$ cat src/rtl/rx_byte_fifo.sv
// Captures UART receiver bytes at end of frame and buffers them in a show-ahead FIFO.
// Optional build macro RX_FIFO_OVERWRITE_EN: when full, a new byte replaces the oldest one.
module rx_byte_fifo #(
   parameter int unsigned DEPTH = 16,
   parameter int unsigned AW    = 4
) (
   input  logic          clk,
   input  logic          rst_n,
   input  logic [7:0]    rx_data,
   input  logic          rx_bussy,
   input  logic          rd_ready,
   output logic [7:0]    rd_data,
   output logic          rd_valid,
   output logic [AW:0]   level,
   output logic          full,
   output logic          overflow,
   input  logic          clr_ovf
);

   localparam int unsigned DW = 8;
   localparam int unsigned LW = AW + 1;

   localparam logic [2:0] S_ARM    = 3'd0;
   localparam logic [2:0] S_IDLE   = 3'd1;
   localparam logic [2:0] S_BUSY   = 3'd2;
   localparam logic [2:0] S_SETTLE = 3'd3;
   localparam logic [2:0] S_PUSH   = 3'd4;

   logic [2:0]    r_state;
   logic [2:0]    w_state_nxt;
   logic          w_hold_ld;
   logic          w_push;
   logic [DW-1:0] r_hold;

   logic [DW-1:0] r_mem [DEPTH];
   logic [AW-1:0] r_wr_ptr;
   logic [AW-1:0] r_rd_ptr;
   logic [LW-1:0] r_level;
   logic          r_valid;
   logic          r_full;
   logic          r_ovf;

   logic          w_pop;
   logic          w_wr;
   logic          w_ovf_set;
   logic [AW-1:0] w_wr_ptr_nxt;
   logic [AW-1:0] w_rd_ptr_nxt;
   logic [LW-1:0] w_level_nxt;

   // Capture FSM state register
   always_ff @(posedge clk or negedge rst_n) begin
      if (!rst_n) r_state <= S_ARM;
      else        r_state <= w_state_nxt;
   end

   // S_ARM swallows a frame already in progress when reset is released
   always_comb begin
      w_state_nxt = r_state;
      w_hold_ld   = 1'b0;
      w_push      = 1'b0;
      case (r_state)
         S_ARM:    if (!rx_bussy) w_state_nxt = S_IDLE;
         S_IDLE:   if (rx_bussy)  w_state_nxt = S_BUSY;
         S_BUSY:   if (!rx_bussy) w_state_nxt = S_SETTLE;
         S_SETTLE: begin
            w_hold_ld   = 1'b1;
            w_state_nxt = S_PUSH;
         end
         S_PUSH: begin
            w_push      = 1'b1;
            w_state_nxt = S_IDLE;
         end
         default:  w_state_nxt = S_ARM;
      endcase
   end

   always_ff @(posedge clk or negedge rst_n) begin
      if (!rst_n)         r_hold <= '0;
      else if (w_hold_ld) r_hold <= rx_data;
   end

   assign w_pop = r_valid & rd_ready;

   // Pointer/level update; a simultaneous pop frees the slot for a push at full
   always_comb begin
      w_wr         = 1'b0;
      w_ovf_set    = 1'b0;
      w_wr_ptr_nxt = r_wr_ptr;
      w_rd_ptr_nxt = r_rd_ptr;
      w_level_nxt  = r_level;
      if (w_pop) w_rd_ptr_nxt = r_rd_ptr + AW'(1);
      if (w_push) begin
         if (!r_full || w_pop) begin
            w_wr         = 1'b1;
            w_wr_ptr_nxt = r_wr_ptr + AW'(1);
         end else begin
            w_ovf_set = 1'b1;
`ifdef RX_FIFO_OVERWRITE_EN
            w_wr         = 1'b1;
            w_wr_ptr_nxt = r_wr_ptr + AW'(1);
            w_rd_ptr_nxt = r_rd_ptr + AW'(1);
`endif
         end
      end
      if (w_push && !w_pop && !r_full) w_level_nxt = r_level + LW'(1);
      else if (w_pop && !w_push)       w_level_nxt = r_level - LW'(1);
   end

   always_ff @(posedge clk or negedge rst_n) begin
      if (!rst_n) begin
         r_wr_ptr <= '0;
         r_rd_ptr <= '0;
         r_level  <= '0;
         r_valid  <= 1'b0;
         r_full   <= 1'b0;
         r_ovf    <= 1'b0;
      end else begin
         r_wr_ptr <= w_wr_ptr_nxt;
         r_rd_ptr <= w_rd_ptr_nxt;
         r_level  <= w_level_nxt;
         r_valid  <= (w_level_nxt != '0);
         r_full   <= (w_level_nxt == LW'(DEPTH));
         if (w_ovf_set)    r_ovf <= 1'b1;
         else if (clr_ovf) r_ovf <= 1'b0;
      end
   end

   // Storage has no reset
   always_ff @(posedge clk) begin
      if (w_wr) r_mem[r_wr_ptr] <= r_hold;
   end

   assign rd_data  = r_mem[r_rd_ptr];
   assign rd_valid = r_valid;
   assign level    = r_level;
   assign full     = r_full;
   assign overflow = r_ovf;

endmodule

$ cat config.mk
export PLATFORM = sky130hd
export DESIGN_NAME = rx_byte_fifo
export DESIGN_NICKNAME = d
export VERILOG_FILES = /design/src/rtl/rx_byte_fifo.sv
export SDC_FILE = /design/constraint.sdc
export NUM_CORES = 1
export LEC_CHECK = 0
export BUFFER_PORTS_ARGS = -buffer_cell sky130_fd_sc_hd__buf_2
export CORE_MARGIN = 4
export CORE_UTILIZATION = 65
export DETAILED_ROUTE_END_ITERATION = 7
export GPL_ROUTABILITY_DRIVEN = 1
export GPL_TIMING_DRIVEN = 0
export PLACE_DENSITY = 0.8
export RECOVER_POWER = 50
export SETUP_SLACK_MARGIN = 0.02
export SLEW_MARGIN = 10
export SYNTH_ARGS = -nofsm -noshare
export SYNTH_HDL_FRONTEND = slang
export SYNTH_SLANG_ARGS = --single-unit
$ cat constraint.sdc
create_clock -name clk -period 3.9 [get_ports clk]
set_clock_uncertainty 0.1 [all_clocks]
set_input_delay 0.195 -clock clk [delete_from_list [all_inputs] [get_ports clk]]
set_output_delay 0.195 -clock clk [all_outputs]
set_load 0.01 [all_outputs]
==> impl_metrics.csv <==
group,metric,value,unit
timing,min_period,3.181,ns
critical_path,startpoint,"r_rd_ptr[1]$_DFFE_PN0P_",
layout,n_antenna_cell,0,
layout,multi_input_area,0.001633,mm2
floorplanning,start_util,67.12,%
logic_synthesis,synth_top_family_by_area,"multiplexers",
clock_tree,clk_pin_slew_worst_paths,0.07,ns
logic_synthesis,yosysWarningCount,0,
global_routing,antenna_found_initial,0,
floorplanning,io_pins,29,
critical_path,reg2reg_depth,5,
placed_design,portBuffers,28,
layout,seq_area,0.004519,mm2
clock_tree,insertion_delay,0.53,ns
logic_synthesis,ys_seq_area_share,72.53,%
floorplanning,die_area,0.01122,mm2
timing,fin_setup_tns,0,ns
clock_tree,cts_tree,"done",
timing,fmax,314.3,MHz
power_and_ir_drop,p_per_area,767.8,mW/mm2
logic_synthesis,ys_types,38,
logic_synthesis,ys_top_cells_by_area,"edfxtp_1 (62%), dfrtp_1 (11%), mux4_2 (5.8%), mux2i_1 (3.9%), nand2_1 (2.7%)",
logic_synthesis,synth_mux_area_share,11.63,%
drt,vias_per_cell,6.216,
clock_tree,clk_path_buf_depth,2,
critical_path,ff2ff_setup_slack,1.09,ns
placed_design,pre_cts_ws,0.8315,ns
status,outcome,"finished clean",
clock_tree,cts_sinks,155,
placed_design,dp_hpwl,7716,um
logic_synthesis,synthAdderAreaFrac,1.406,%
logic_synthesis,synth_edf_count,128,
timing,finalSetupViolCount,0,
critical_path,crit_chain,"clkbuf_1, buf_1, mux4_2, a22oi_1, nand2_1, buf_2",
placed_design,dp_cells,539,
critical_path,critPathMaxStageDelay,0.59,ns
critical_path,critPathKind,"flop to primary output",
logic_synthesis,async_reset_ff_share,17.42,%
floorplanning,die_h,105.9,um
logic_synthesis,synth_top_cell_area_share,61.69,%
logic_synthesis,avgSynthCellArea,16.31,um2
global_routing,grt_pass1_vias,3730,
critical_path,slowest_stage,"buf_1",
logic_synthesis,synth-xor-area-share,1.406,%
floorplanning,rows,35,
placed_design,place.gp.congestion,0.8863,
critical_path,critPathCapture,"rd_data[7]",
logic_synthesis,syn_nets,402,
global_routing,overflow,0,
clock_tree,cts_root_buf,"clkbuf_8",
critical_path,cp.buffers_inverters,3,
logic_synthesis,synth_simple_gate_area_share,6.084,%
global_routing,grt_use_met3,5.282,%
timing,slew_headroom,1.603,%
timing,hold_viol_final,0,
floorplanning,core_area,0.009284,mm2
global_routing,busiest_layer,"met2",
global_routing,grt_use_total,26.02,%
global_routing,grt_use_met2,42.21,%
critical_path,regToRegEndpoint,"r_mem[4][0]$_DFFE_PP_",
drt,drt-initial-drc-count,455,
timing,hold_ws,0.2978,ns
critical_path,worstSetupPathDepth,6,
layout,fillers,523,
timing,slew_viol_final,0,
worst_hold_path,min_path_type,"primary input to flop",
floorplanning,die_w,105.9,um
global_routing,use_met1,36.07,%
critical_path,critPathCaptureType,"primary output",
drt,wire_per_inst,22.52,um
logic_synthesis,synthFlopType,"edfxtp_1",
worst_hold_path,worstHoldStart,"rx_data[4]",
layout,final_cells,583,
timing,rsz0062_at_grt,"false",
layout,syn_to_final_growth,15.80,%
logic_synthesis,synth_compound_area_share,5.442,%
layout,drive_above_1_share,20.48,%
critical_path,worstPathMaxFanout,10,
critical_path,cp-start-kind,"flop",
global_routing,grt_pass1_wl,21340,um
layout,fin_nets,461,
logic_synthesis,netlist_instances,382,
power_and_ir_drop,p_leak,0.002597,uW
logic_synthesis,netlist_area,0.006231,mm2
critical_path,required,3.61,ns
run,cap_viol_max_count,0,
drt,drc,0,
drt,drt_pass1_iterations,6,
critical_path,critPathArrivalTime,2.89,ns
power_and_ir_drop,power,5540,uW
clock_tree,htree_levels,4,
drt,detail-route-antenna-nets,0,
timing,finalWorstSetupSlack,0.7185,ns
logic_synthesis,yosysTopAreaCell,"edfxtp_1",
clock_tree,numCtsBuffers,17,
logic_synthesis,yosysMostFrequentCell,"edfxtp_1",
timing,tightestPinTransition,1.476,ns
power_and_ir_drop,ir_worst_vdd,607.4,uV
critical_path,crit_family,"buffers and inverters",
timing,post-route-period-util,81.58,%
logic_synthesis,ys_top_cells_by_count,"edfxtp_1 (128), nand2_1 (44), dfrtp_1 (27)",
logic_synthesis,ys_ff_latch,155,
drt,vias,3624,
drt,wl,13130,um
global_routing,grt_max_degree,28,
critical_path,r2r_start,"r_state[1]$_DFFE_PN0P_",
[worst min-delay path, stage by stage]
cell,delay [ns]
dlygate4sd3_1,0.51
buf_2,0.09
nand2_1,0.04
nand2_1,0.05
[area by class of cell]
type	instances	area share (%)
flip-flops and latches	155	62.63
multi-input cells	204	22.63
clock buffers	17	5.740
repair buffers	40	3.520
well taps	129	2.237
clock inverters	15	1.959
plain buffers	17	0.9710
inverters	6	0.3121
[metrics by stage]
step / utilization, % / instance area (um2)
after detailed placement: 70.36 / 6533
after global placement: 70.36 / 6533
after global routing: 77.72 / 7216
after CTS: 77.64 / 7208
after floorplan: - / 6231
final: 77.72 / 7216
[kinds of logic (layout without fill, tap and decap cells)]
logic type / after synthesis / after routing
AND/OR/NAND/NOR: 83 / 83
flip-flops: 155 / 155
XOR/XNOR: 10 / 10
adder cells (fa/ha/maj): 7 / 7
multiplexers: 51 / 51
buffers and inverters: 23 / 95
AO/OA/AOI/OAI: 53 / 53
[worst min path at each step]
stage	endpoint	slack (ns)	depth (start not counted)
global route	r_hold[4]$_DFFE_PN0N_	0.29	4
CTS	level[0]$_DFF_PN0_	0.11	2
floorplan	full$_DFF_PN0_	-0.20	0
detailed placement	r_hold[7]$_DFFE_PN0N_	0.13	1
global placement	r_state[2]$_DFFE_PN0P_	0.13	1
finish	r_hold[4]$_DFFE_PN0N_	0.30	4
[flip-flops by register name, summed over array words and instances, names as in the netlist]
register  count
r_state       3
r_rd_ptr      4
level         5
overflow      1
rd_valid      1
full          1
r_wr_ptr      4
r_mem       128
r_hold        8
[layout by cell type, fill, tap and decap left out, types with 6 or more instances in the layout]
master	n
a221oi_1	8
nor2_1	17
mux4_2	16
buf_2	28
xnor2_1	9
inv_8	6
a22oi_1	9
mux2_2	10
inv_6	6
ha_1	7
dfrtp_1	27
clkbuf_16	16
clkbuf_1	14
a21oi_1	9
edfxtp_1	128
dlygate4sd3_1	12
o21ai_0	21
nand2_1	44
mux2i_1	24
[metal layers]
layer  up-vias  part of all wire, %
met3        33                  7.7
met5         -                    0
met1      1811                   39
met2       192                   51
li1       1588                    -
met4         0                  2.3
[power breakdown]
part           switching [uW]  internal [uW]  leakage (uW)
sequential                338           2130       0.00149
combinational             899            633      0.000831
clock                     720            820      0.000276
total                    1960           3580       0.00260
[repair_timing]
item / CTS / global route
setup buffers: 0 / 0
hold buffers: 12 / 0
gates resized for setup: 0 / 0
hold endpoints to repair: 40 / 0
(Power assumes the default switching activity.)
